$ cat src/rtl/pixel_test_sequencer_pkg.sv
// Shared types and register map for the pixel test sequencer.
// Addresses are functions of the channel count so the map scales with NUM_CH.
package pixel_test_sequencer_pkg;

   typedef enum logic {
      S_IDLE = 1'b0,
      S_RUN  = 1'b1
   } state_e;

   function automatic int a_rise(int k);
      return k;
   endfunction

   function automatic int a_fall(int n, int k);
      return n + k;
   endfunction

   function automatic int a_meas(int n);
      return 2 * n;
   endfunction

   function automatic int a_period(int n);
      return 2 * n + 1;
   endfunction

   function automatic int a_repeat(int n);
      return 2 * n + 2;
   endfunction

   function automatic int a_static(int n);
      return 2 * n + 3;
   endfunction

endpackage

$ cat src/rtl/pixel_test_sequencer_if.sv
// Config register port between the SPI command decoder and the sequencer.
interface pixel_test_sequencer_if #(
   parameter int ADDR_W = 5
);
   logic              cfg_write;
   logic [ADDR_W-1:0] cfg_addr;
   logic [15:0]       cfg_wdata;
   logic [15:0]       cfg_rdata;

   modport master (
      output cfg_write, cfg_addr, cfg_wdata,
      input  cfg_rdata
   );

   modport slave (
      input  cfg_write, cfg_addr, cfg_wdata,
      output cfg_rdata
   );
endinterface

$ cat src/rtl/pixel_test_sequencer_cmp.sv
// One timed channel: shadow rise/fall edges and the registered output bit.
// Compares against next-state t so the output lines up with t exactly.
module seq_channel_cmp #(
   parameter int   TIME_W = 10,
   parameter logic IDLE   = 1'b0
) (
   input  logic              clk,
   input  logic              res_n,
   input  logic              load,
   input  logic [TIME_W-1:0] rise_i,
   input  logic [TIME_W-1:0] fall_i,
   input  logic [TIME_W-1:0] t_nxt,
   input  logic              run_nxt,
   output logic              ch_o
);
   logic [TIME_W-1:0] rise_q, rise_d;
   logic [TIME_W-1:0] fall_q, fall_d;
   logic              ch_q, ch_d;

   always_comb begin
      rise_d = load ? rise_i : rise_q;
      fall_d = load ? fall_i : fall_q;
      ch_d   = IDLE;
      if (run_nxt && t_nxt >= rise_d && t_nxt < fall_d)
         ch_d = ~IDLE;
   end

   always_ff @(posedge clk or negedge res_n) begin
      if (!res_n) begin
         rise_q <= '0;
         fall_q <= '0;
         ch_q   <= IDLE;
      end else begin
         rise_q <= rise_d;
         fall_q <= fall_d;
         ch_q   <= ch_d;
      end
   end

   assign ch_o = ch_q;
endmodule

$ cat src/rtl/pixel_test_sequencer.sv
// Pixel test-structure sequencer: config regs, run FSM, period/burst
// counters, measure window and per-channel timed outputs.
module pixel_test_sequencer
   import pixel_test_sequencer_pkg::*;
#(
   parameter int                NUM_CH   = 3,
   parameter int                TIME_W   = 10,
   parameter int                STATIC_W = 7,
   parameter logic [NUM_CH-1:0] CH_IDLE  = '0,
   parameter int                ADDR_W   = 5
) (
   input  logic                clk,
   input  logic                res_n,
   pixel_test_sequencer_if.slave cfg,
   input  logic                start,
   input  logic                abort,
   output logic [NUM_CH-1:0]   ch_out,
   output logic [STATIC_W-1:0] static_out,
   output logic                ready,
   output logic                measure,
   output logic                run_done,
   output logic                aborted,
   output logic [15:0]         runs_left
);
   logic [TIME_W-1:0]   rise_q [NUM_CH];
   logic [TIME_W-1:0]   rise_d [NUM_CH];
   logic [TIME_W-1:0]   fall_q [NUM_CH];
   logic [TIME_W-1:0]   fall_d [NUM_CH];
   logic [TIME_W-1:0]   meas_q, meas_d;
   logic [TIME_W-1:0]   per_q, per_d;
   logic [15:0]         rep_q, rep_d;
   logic [STATIC_W-1:0] stat_q, stat_d;
   logic [TIME_W-1:0]   meas_sh_q, meas_sh_d;
   logic [TIME_W-1:0]   per_sh_q, per_sh_d;
   state_e              state_q, state_d;
   logic [TIME_W-1:0]   t_q, t_d;
   logic [15:0]         runs_q, runs_d;
   logic [STATIC_W-1:0] sout_q, sout_d;
   logic                meas_out_q, meas_out_d;
   logic                done_q, done_d;
   logic                abrt_q, abrt_d;
   logic [31:0]         addr_w;
   logic [TIME_W-1:0]   p_eff;
   logic                go, last_t, run_nxt;

   assign addr_w = 32'(cfg.cfg_addr);

   always_comb begin : reg_write
      rise_d = rise_q;
      fall_d = fall_q;
      meas_d = meas_q;
      per_d  = per_q;
      rep_d  = rep_q;
      stat_d = stat_q;
      if (cfg.cfg_write) begin
         for (int k = 0; k < NUM_CH; k++) begin
            if (addr_w == a_rise(k))
               rise_d[k] = cfg.cfg_wdata[TIME_W-1:0];
            if (addr_w == a_fall(NUM_CH, k))
               fall_d[k] = cfg.cfg_wdata[TIME_W-1:0];
         end
         if (addr_w == a_meas(NUM_CH))
            meas_d = cfg.cfg_wdata[TIME_W-1:0];
         if (addr_w == a_period(NUM_CH))
            per_d = cfg.cfg_wdata[TIME_W-1:0];
         if (addr_w == a_repeat(NUM_CH))
            rep_d = cfg.cfg_wdata;
         if (addr_w == a_static(NUM_CH))
            stat_d = cfg.cfg_wdata[STATIC_W-1:0];
      end
   end

   always_comb begin : reg_read
      cfg.cfg_rdata = '0;
      for (int k = 0; k < NUM_CH; k++) begin
         if (addr_w == a_rise(k))
            cfg.cfg_rdata = 16'(rise_q[k]);
         if (addr_w == a_fall(NUM_CH, k))
            cfg.cfg_rdata = 16'(fall_q[k]);
      end
      if (addr_w == a_meas(NUM_CH))
         cfg.cfg_rdata = 16'(meas_q);
      if (addr_w == a_period(NUM_CH))
         cfg.cfg_rdata = 16'(per_q);
      if (addr_w == a_repeat(NUM_CH))
         cfg.cfg_rdata = rep_q;
      if (addr_w == a_static(NUM_CH))
         cfg.cfg_rdata = 16'(stat_q);
   end

   // Shadows load the post-write live value, so a same-cycle write wins.
   assign go     = (state_q == S_IDLE) && start && !abort;
   assign p_eff  = (per_sh_q == '0) ? TIME_W'(1) : per_sh_q;
   assign last_t = (t_q == p_eff - TIME_W'(1));

   always_comb begin : fsm
      state_d = state_q;
      t_d     = t_q;
      runs_d  = runs_q;
      done_d  = 1'b0;
      abrt_d  = 1'b0;
      if (abort) begin
         state_d = S_IDLE;
         t_d     = '0;
         runs_d  = '0;
         abrt_d  = (state_q == S_RUN);
      end else begin
         unique case (state_q)
            S_IDLE: begin
               if (start) begin
                  state_d = S_RUN;
                  t_d     = '0;
                  runs_d  = (rep_d == '0) ? 16'd1 : rep_d;
               end
            end
            S_RUN: begin
               if (!last_t) begin
                  t_d = t_q + TIME_W'(1);
               end else if (runs_q > 16'd1) begin
                  t_d    = '0;
                  runs_d = runs_q - 16'd1;
               end else begin
                  state_d = S_IDLE;
                  t_d     = '0;
                  runs_d  = '0;
                  done_d  = 1'b1;
               end
            end
            default: ;
         endcase
      end
   end

   always_comb begin : outs
      run_nxt    = (state_d == S_RUN);
      meas_sh_d  = go ? meas_d : meas_sh_q;
      per_sh_d   = go ? per_d : per_sh_q;
      sout_d     = go ? stat_d : sout_q;
      meas_out_d = run_nxt && (t_d < meas_sh_d);
   end

   always_ff @(posedge clk or negedge res_n) begin
      if (!res_n) begin
         for (int k = 0; k < NUM_CH; k++) begin
            rise_q[k] <= '0;
            fall_q[k] <= '0;
         end
         meas_q     <= '0;
         per_q      <= '0;
         rep_q      <= '0;
         stat_q     <= '0;
         meas_sh_q  <= '0;
         per_sh_q   <= '0;
         state_q    <= S_IDLE;
         t_q        <= '0;
         runs_q     <= '0;
         sout_q     <= '0;
         meas_out_q <= 1'b0;
         done_q     <= 1'b0;
         abrt_q     <= 1'b0;
      end else begin
         rise_q     <= rise_d;
         fall_q     <= fall_d;
         meas_q     <= meas_d;
         per_q      <= per_d;
         rep_q      <= rep_d;
         stat_q     <= stat_d;
         meas_sh_q  <= meas_sh_d;
         per_sh_q   <= per_sh_d;
         state_q    <= state_d;
         t_q        <= t_d;
         runs_q     <= runs_d;
         sout_q     <= sout_d;
         meas_out_q <= meas_out_d;
         done_q     <= done_d;
         abrt_q     <= abrt_d;
      end
   end

   for (genvar k = 0; k < NUM_CH; k++) begin : g_ch
      seq_channel_cmp #(
         .TIME_W (TIME_W),
         .IDLE   (CH_IDLE[k])
      ) u_cmp (
         .clk     (clk),
         .res_n   (res_n),
         .load    (go),
         .rise_i  (rise_d[k]),
         .fall_i  (fall_d[k]),
         .t_nxt   (t_d),
         .run_nxt (run_nxt),
         .ch_o    (ch_out[k])
      );
   end

   assign static_out = sout_q;
   assign ready      = (state_q == S_IDLE);
   assign measure    = meas_out_q;
   assign run_done   = done_q;
   assign aborted    = abrt_q;
   assign runs_left  = runs_q;
endmodule

$ cat src/flat_wrapper.sv
// flat-port wrapper written by rule: the top's interface ports become plain ports
module pixel_test_sequencer_flat import pixel_test_sequencer_pkg::*;
#(
   parameter int                NUM_CH   = 3,
   parameter int                TIME_W   = 10,
   parameter int                STATIC_W = 7,
   parameter logic [NUM_CH-1:0] CH_IDLE  = '0,
   parameter int                ADDR_W   = 5
)
  (clk, res_n, start, abort, ch_out, static_out, ready, measure, run_done, aborted, runs_left, cfg_cfg_write, cfg_cfg_addr, cfg_cfg_wdata, cfg_cfg_rdata);
  pixel_test_sequencer_if #(.ADDR_W(ADDR_W)) cfg_i ();
  input  logic clk;
  input  logic res_n;
  input  logic start;
  input  logic abort;
  output logic [NUM_CH-1:0] ch_out;
  output logic [STATIC_W-1:0] static_out;
  output logic ready;
  output logic measure;
  output logic run_done;
  output logic aborted;
  output logic [15:0] runs_left;
  input wire logic [$bits(cfg_i.cfg_write)-1:0] cfg_cfg_write;
  input wire logic [$bits(cfg_i.cfg_addr)-1:0] cfg_cfg_addr;
  input wire logic [$bits(cfg_i.cfg_wdata)-1:0] cfg_cfg_wdata;
  output wire logic [$bits(cfg_i.cfg_rdata)-1:0] cfg_cfg_rdata;
  assign cfg_i.cfg_write = cfg_cfg_write;
  assign cfg_i.cfg_addr = cfg_cfg_addr;
  assign cfg_i.cfg_wdata = cfg_cfg_wdata;
  assign cfg_cfg_rdata = cfg_i.cfg_rdata;
  pixel_test_sequencer #(.NUM_CH(NUM_CH), .TIME_W(TIME_W), .STATIC_W(STATIC_W), .CH_IDLE(CH_IDLE), .ADDR_W(ADDR_W)) u_core (.clk(clk), .res_n(res_n), .cfg(cfg_i), .start(start), .abort(abort), .ch_out(ch_out), .static_out(static_out), .ready(ready), .measure(measure), .run_done(run_done), .aborted(aborted), .runs_left(runs_left));
endmodule
$ cat config.mk
export PLATFORM = sky130hd
export DESIGN_NAME = pixel_test_sequencer_flat
export DESIGN_NICKNAME = d
export VERILOG_FILES = /design/src/rtl/pixel_test_sequencer_pkg.sv /design/src/rtl/pixel_test_sequencer_if.sv /design/src/rtl/pixel_test_sequencer_cmp.sv /design/src/rtl/pixel_test_sequencer.sv /design/src/flat_wrapper.sv
export SDC_FILE = /design/constraint.sdc
export NUM_CORES = 1
export LEC_CHECK = 0
export CAP_MARGIN = 15
export CORE_MARGIN = 5
export CORE_UTILIZATION = 35
export DETAILED_ROUTE_END_ITERATION = 8
export PLACE_DENSITY_LB_ADDON = 0.25
export SETUP_SLACK_MARGIN = 0.1
export SYNTH_ARGS = -nofsm -noshare
export SYNTH_HDL_FRONTEND = slang
export SYNTH_SLANG_ARGS = --single-unit
$ cat constraint.sdc
create_clock -name clk -period 4.7 [get_ports clk]
set_input_delay 0.47 -clock clk [delete_from_list [all_inputs] [get_ports clk]]
set_output_delay 0.47 -clock clk [all_outputs]
set_load 0.02 [all_outputs]
== Word level (Yosys, flattened, before mapping) ==
Index checks and enable logic that the tools add are counted.

* Output and inout bits: 46
* Input bits: 26
* Word-level logic and storage cells: 123
* Bits in registers: 223

* $lt $le $gt $ge: 8
* Bitwise gates (word level): 1
* $add $sub $neg: 3
* Equal/unequal tests: 12
* Multiplexer cells: 57
* Reduce and logical (&&, ||, !) cells: 14

{| class="wikitable"
|+ Operators with widths
! operator !! count
|-
| 10-bit 2-to-1 mux || 29
|-
| 16-bit 2-to-1 mux || 9
|-
| 30-bit 2-to-1 mux || 2
|-
| 10-bit less-than comparator || 4
|-
| 32-bit logical NOT || 1
|-
| 16-bit one-hot mux with 2 select lines || 1
|-
| 10-bit greater-or-equal comparator || 3
|-
| 5-bit by 3-bit equality test with 1-bit output (second input constant) || 4
|-
| 10-bit one-hot mux with 2 select lines || 1
|-
| 16-bit by 1-bit > comparator with 1-bit output (second input constant) || 1
|-
| 16-bit logical NOT || 1
|-
| 16-bit by 1-bit subtractor with 16-bit output (second input constant) || 1
|-
| 7-bit 2-to-1 mux || 2
|-
| 1-bit 2-to-1 mux || 12
|-
| 10-bit by 1-bit adder with 10-bit output (second input constant) || 1
|-
| 10-bit equality test || 1
|-
| 5-bit by 2-bit equality test with 1-bit output (second input constant) || 2
|-
| 5-bit by 4-bit equality test with 1-bit output (second input constant) || 2
|-
| 10-bit logical NOT || 1
|-
| 10-bit by 1-bit subtractor with 10-bit output (second input constant) || 1
|-
| 1-bit logical AND || 9
|-
| 3-bit inequality test (second input constant) || 2
|-
| 5-bit by 1-bit equality test with 1-bit output (second input constant) || 1
|-
| 1-bit one-hot mux with 2 select lines || 1
|-
| 3 further kinds || 3
|}

== Depth between registers and ports, before layout ==
* Depth in word-level cells: 11
* Mapped depth: 20
* Depth with buffers taken out: 18

== Hierarchy ==
A second synthesis with hierarchy kept.

* Cells, all modules: 1,015
* Area total of the unflattened synthesis: 11,609.9 um^2

{| class="wikitable"
|+ By module, submodules not included
! module !! cells an instance !! instances !! area each (um^2) !! sequential area each (um^2)
|-
| pixel_test_sequencer || 697 || 1 || 7,972.6 || 4,003.8
|-
| seq_channel_cmp at u_core.g_ch[0].u_cmp ... || 106 || 2 || 1,204.9 || 525.5
|-
| seq_channel_cmp at u_core.g_ch[1].u_cmp || 106 || 1 || 1,227.4 || 525.5
|}

== Least setup slack after synthesis ==
OpenSTA, ideal clock, no wires.

* Path type: register to register
* Start point: register u_core.per_sh_q[4]
* End point: register u_core.g_ch[0].u_cmp.ch_q
* Required time: 4.606 ns
* Buffers on the path: 3
* Library setup time: 0.094 ns
* Path slack: 0.316 ns
* Cell stages (with the launch flop): 21
* Period minus slack after synthesis: 4.384 ns
* Arrival time: 4.290 ns
* Cell sequence: dfrtp_1 -> buf_2 -> nor4_1 -> a31oi_1 -> ha_1 -> or4b_4 -> or4_1 -> nor3b_2 -> o32ai_2 -> o41ai_4 -> buf_2 -> buf_2 -> nor2_1 -> ha_1 -> a21o_1 -> a21o_1 -> a221oi_1 -> nand2_1 -> nor3_1 -> a32oi_1 -> a211oi_1

* Cells in the longest elaborated chain, start to end: 11
* Elaborated cells between the ends (all ways): 15
* Classes of those cells: add/sub (1); order compare (2); eq/ne (1); mux (8); reduce/logical (3)

{| class="wikitable"
|+ RTL lines
! what !! RTL line !! text
|-
| start: declaration || pixel_test_sequencer.sv:34 || <nowiki>logic [TIME_W-1:0] per_sh_q, per_sh_d;</nowiki>
|-
| start signal: assignment || pixel_test_sequencer.sv:169 || <nowiki>per_sh_q <= per_sh_d;</nowiki>
|-
| 10-bit logical NOT || pixel_test_sequencer.sv:93 || <nowiki>assign p_eff = (per_sh_q == '0) ? TIME_W'(1) : per_sh_q;</nowiki>
|-
| 10-bit 2-to-1 mux * || pixel_test_sequencer.sv:93 ||
|-
| 10-bit by 1-bit subtractor with 10-bit output * || pixel_test_sequencer.sv:94 || <nowiki>assign last_t = (t_q == p_eff - TIME_W'(1));</nowiki>
|-
| 10-bit equality test * || pixel_test_sequencer.sv:94 ||
|-
| 10-bit 2-to-1 mux * || pixel_test_sequencer.sv:117 || <nowiki>if (!last_t) begin</nowiki>
|-
| 10-bit one-hot mux with 2 select lines * || pixel_test_sequencer.sv:108 || <nowiki>unique case (state_q)</nowiki>
|-
| 10-bit 2-to-1 mux * || pixel_test_sequencer.sv:102 || <nowiki>if (abort) begin</nowiki>
|-
| net u_core.g_ch[0].u_cmp.t_nxt[7] || pixel_test_sequencer_cmp.sv:12 || <nowiki>input logic [TIME_W-1:0] t_nxt,</nowiki>
|-
| 10-bit greater-or-equal comparator || pixel_test_sequencer_cmp.sv:24 || <nowiki>if (run_nxt && t_nxt >= rise_d && t_nxt < fall_d)</nowiki>
|-
| 1-bit logical AND || pixel_test_sequencer_cmp.sv:24 ||
|-
| 1-bit logical AND * || pixel_test_sequencer_cmp.sv:24 ||
|-
| 1-bit 2-to-1 mux * || pixel_test_sequencer_cmp.sv:24 ||
|-
| net u_core.g_ch[0].u_cmp.ch_d || pixel_test_sequencer_cmp.sv:18 || <nowiki>logic ch_q, ch_d;</nowiki>
|-
| end signal: assignment || pixel_test_sequencer_cmp.sv:36 || <nowiki>ch_q <= ch_d;</nowiki>
|-
| end: declaration || pixel_test_sequencer_cmp.sv:18 ||
|}

The timed path passes the listed nets; every way through them passes the cells marked *.
A chain may end at the register's enable or synchronous reset.

== Worst setup path in the final report ==
* Start point: register u_core.per_sh_q[8]
* End point: register u_core.g_ch[0].u_cmp.ch_q

The elaborated chain is that of the path after synthesis.

==> impl_metrics.tcl <==
set metrics [dict create \
    grtUsageMet3 0.0302 \
    synth_edf_count 0 \
    grt.met2_usage 0.294 \
    critPathSlowestCell "or4b_4" \
    max_slew_margin 0.350 \
    n_fill_cell 3300 \
    reg2reg_setup_slack_ns 0.18 \
    vias_per_cell 5.22 \
    grtUsageTotal 0.186 \
    worst_pin_slew_ns 0.974 \
    yosys.area.top_type "dfrtp_1" \
    p_int_mw 4.28 \
    final-hold-violation-count 8 \
    path_depth 17 \
    fin_crit_sh 0.961 \
    cp-startpoint "u_core.per_sh_q[8]$_DFFE_PN0P_" \
    coreArea_mm2 0.0335 \
    clkTransAtPathRegs_ns 0.06 \
    pin_count 72 \
    status "complete, but fails checks" \
    fin_skew_ns 0.0128 \
    p_sw_mw 1.94 \
    fmax_mhz 221 \
    hp-class "input port to async pin" \
    fp-row-count 67 \
    synth.most_common_cell "dfrtp_1" \
    arrival_ns 4.94 \
    grt_max_degree 118 \
    fin_util 0.425 \
    synth_cell_types 67 \
    crit_end "u_core.g_ch[0].u_cmp.ch_o$_DFF_PN0_" \
    power_leakage_nw 7.69 \
    crit_buf_inv 1 \
    antenna_found_initial 0 \
    first_pass_iters 5 \
    htreeDepth 1 \
    wl_per_cell_um 20.6 \
    r2r_end "u_core.g_ch[0].u_cmp.ch_o$_DFF_PN0_" \
    critPathMostFrequentCell "ha_1" \
    p_sw_frac 0.312 \
    holdBufCountCts 0 \
    synthXorXnorAreaFrac 0.0155 \
    syn-cell-area_mm2 0.0119 \
    die_w_um 194 \
    synth_top_family_by_area "compound AO/OA/AOI/OAI gates" \
    drv_cap 0 \
    drive_gt1_frac 0.134 \
    setup-violations-final 0 \
    yosysWarnings 0 \
    die_height_um 194 \
    regArea_mm2 0.00558 \
    fin_setup_tns_ns 0 \
    reg2reg_depth 17 \
    p_clk_frac 0.340 \
    busiest_layer "met2" \
    area_growth_pct 20.1 \
    netlist_top_cells_area "dfrtp_1, ha_1, mux2i_1" \
    async_flop_share 1.00 \
    drtIter0Drc 632 \
    synth.net_count 1267 \
    num_antenna_cells 0 \
    fin_nets 1360 \
    synth_fa_ha_area_frac 0.0738 \
    cts_tree "built" \
    netlist_instances 1171 \
    synth_common_cells "dfrtp_1, inv_1, nor2_1" \
    p_comb_frac 0.253 \
    ys_seq_area_frac 0.470 \
    crit_required_ns 5.12 \
    total_power_mw 6.22 \
    r2r_start "u_core.per_sh_q[8]$_DFFE_PN0P_" \
    ant_nets 0 \
    dr_total_vias 9033 \
    grt_pass1_vias 9029 \
    ys_seq_elements 223 \
    worstSetupEndpointType "flop" \
    cts_made_buffers 26 \
    cts_setup_buffers 0 \
    die_area_mm2 0.0377 \
    post-route-min-period_ns 4.52 \
    synthFlopType "dfrtp_1" \
    peakVddDrop_uv 226 \
    cts.path.max_buffers 3 \
    crit_family "compound AO/OA/AOI/OAI gates" \
    power_density_mw_per_mm2 437 \
    rsz0062_at_grt "true" \
    synth_compound_area_frac 0.141 \
    cts-root-buf "clkbuf_16" \
    dp_hpwl_mm 26.4 \
    grt_pass1_wl_mm 55.1 \
    multi_input_area_mm2 0.00558 \
    met1_usage 0.267 \
    timing.hold.ws_ns -0.0416 \
    slew_viol_final 0 \
    grt_overflow 0 \
    synth_area_per_cell_um2 10.1 \
    seqPwrFrac 0.406 \
    cpPeakStageDelay_ns 0.50 \
    start_util 0.354 \
    path_max_fanout 8 \
    cts.sinks 223 \
    violations "negative hold slack" \
    drt-total-wl_mm 35.6 \
    gp_congestion 0.874 \
    drc_errors 0 \
    cp-start-kind "flop" \
    port_buffers 71 \
    critPathKind "flop to flop" \
    synthSimpleGateAreaFrac 0.122 \
    path_cells "nor4_2 > a31oi_1 > ha_1 > or4b_4 > o21a_1 > o211a_1 > o32ai_2 > o41ai_4 > buf_4 > nor2_2 > ha_1 > and4_1 > a221oi_2 > nand2_1 > nor3_1 > a32oi_1 > a211oi_1" \
    yosys.area.top_type_share 0.470 \
    synth.mux.area_fraction 0.113 \
    clock_latency_ns 0.53 \
]
per-layer routing:
layer,wire length [µm],part of all wire,up-vias
met4,860,0.024,0
met5,0,0,-
met3,1820,0.051,45
met2,16200,0.46,219
li1,-,-,4267
met1,16700,0.47,4502
placed cells by master (no fill, tap or decap), drive strengths merged, types with 12 or more instances in the layout:
master         synthesis  routed
nand3                 13      13
o21ai                 42      42
clkbuf                43      37
and3                  13      13
nor3                  27      27
a21oi                 28      28
dfrtp                223     223
a21o                  73      73
inv                  143     143
mux2i                 69      69
clkdlybuf4s50          0      70
ha                    70      70
nand2                 53      53
nor4                  12      12
nor2                 115     115
mux2                  58      58
nand4                 17      17
buf                   10      48
a22oi                 26      26
what timing repair did:
item,in CTS,in global routing
endpoints found under the hold margin,0,0
endpoints found under the setup margin,1,4
resized for setup,4,4
power groups by stage:
| stage | registers, mW | clock network (mW) | logic [mW] |
|---|---|---|---|
| 2_1_floorplan | 2.55 | 0 | 0.963 |
| 3_3_place_gp | 2.55 | 0 | 1.54 |
| 3_5_place_dp | 2.56 | 0 | 1.57 |
| 4_1_cts | 2.53 | 2.16 | 1.58 |
| 5_1_grt | 2.57 | 2.24 | 1.75 |
| 6_report | 2.53 | 2.12 | 1.58 |
how the worst min path moves through the flow:
stage | endpoint | slack (ns) | depth (start not counted)
6_report | u_core.g_ch[1].u_cmp.fall_q[3]$_DFF_PN0_ | -0.04 | 1
5_1_grt | u_core.g_ch[1].u_cmp.fall_q[3]$_DFF_PN0_ | 0.08 | 1
4_1_cts | u_core.g_ch[1].u_cmp.rise_q[3]$_DFF_PN0_ | 0.08 | 1
3_5_place_dp | u_core.g_ch[1].u_cmp.rise_q[0]$_DFF_PN0_ | 0.49 | 1
3_3_place_gp | u_core.meas_sh_q[0]$_DFF_PN0_ | 0.49 | 1
2_1_floorplan | u_core.aborted$_DFF_PN0_ | 0.17 | 0
per-stage QoR:
step / hold slack [ns] / instances / cell area [µm²] / setup slack (ns)
after floorplan: 0.174 / 1171 / 11900 / 0.316
after global placement: 0.487 / 1684 / 13300 / 0.172
after detailed placement: 0.490 / 1684 / 13300 / 0.0528
after CTS: 0.0750 / 1731 / 14200 / 0.119
after global routing: 0.0832 / 1731 / 14300 / -0.0449
final: -0.0416 / 1731 / 14300 / 0.185
final cells by class:
type | count | area share
tap | 448 | 0.0393
inverter | 144 | 0.0379
sequential | 223 | 0.392
clock inverter | 10 | 0.00913
timing repair buffer | 118 | 0.0767
clock buffer | 37 | 0.0542
multi-input combinational | 751 | 0.391
sequential cells by signal, summed over array words and instances, names as in the netlist, 16 cells and up:
signal,flops
u_core.rep_q,16
u_core.runs_left,16
u_core.fall_q,30
u_core.rise_q,30
u_core.g_ch.u_cmp.fall_q,30
u_core.g_ch.u_cmp.rise_q,30
cells by family after synthesis:
group           count (synthesis)
simple gates                  295
mux                           127
xor+xnor                       21
flops                         223
compound gates                238
buf+inv                       197
fa+ha+maj                      70
worst register-to-register path, stage by stage (launching register included):
cell and delay [ns]:
dfrtp_1 0.40, nor4_2 0.07, a31oi_1 0.23, ha_1 0.25
or4b_4 0.50, o21a_1 0.21, o211a_1 0.23, o32ai_2 0.36
o41ai_4 0.13, buf_4 0.20, nor2_2 0.43, ha_1 0.35
and4_1 0.24, a221oi_2 0.30, nand2_1 0.09, nor3_1 0.15
a32oi_1 0.07, a211oi_1 0.21
No activity file was read; power rests on OpenSTA's default activity.
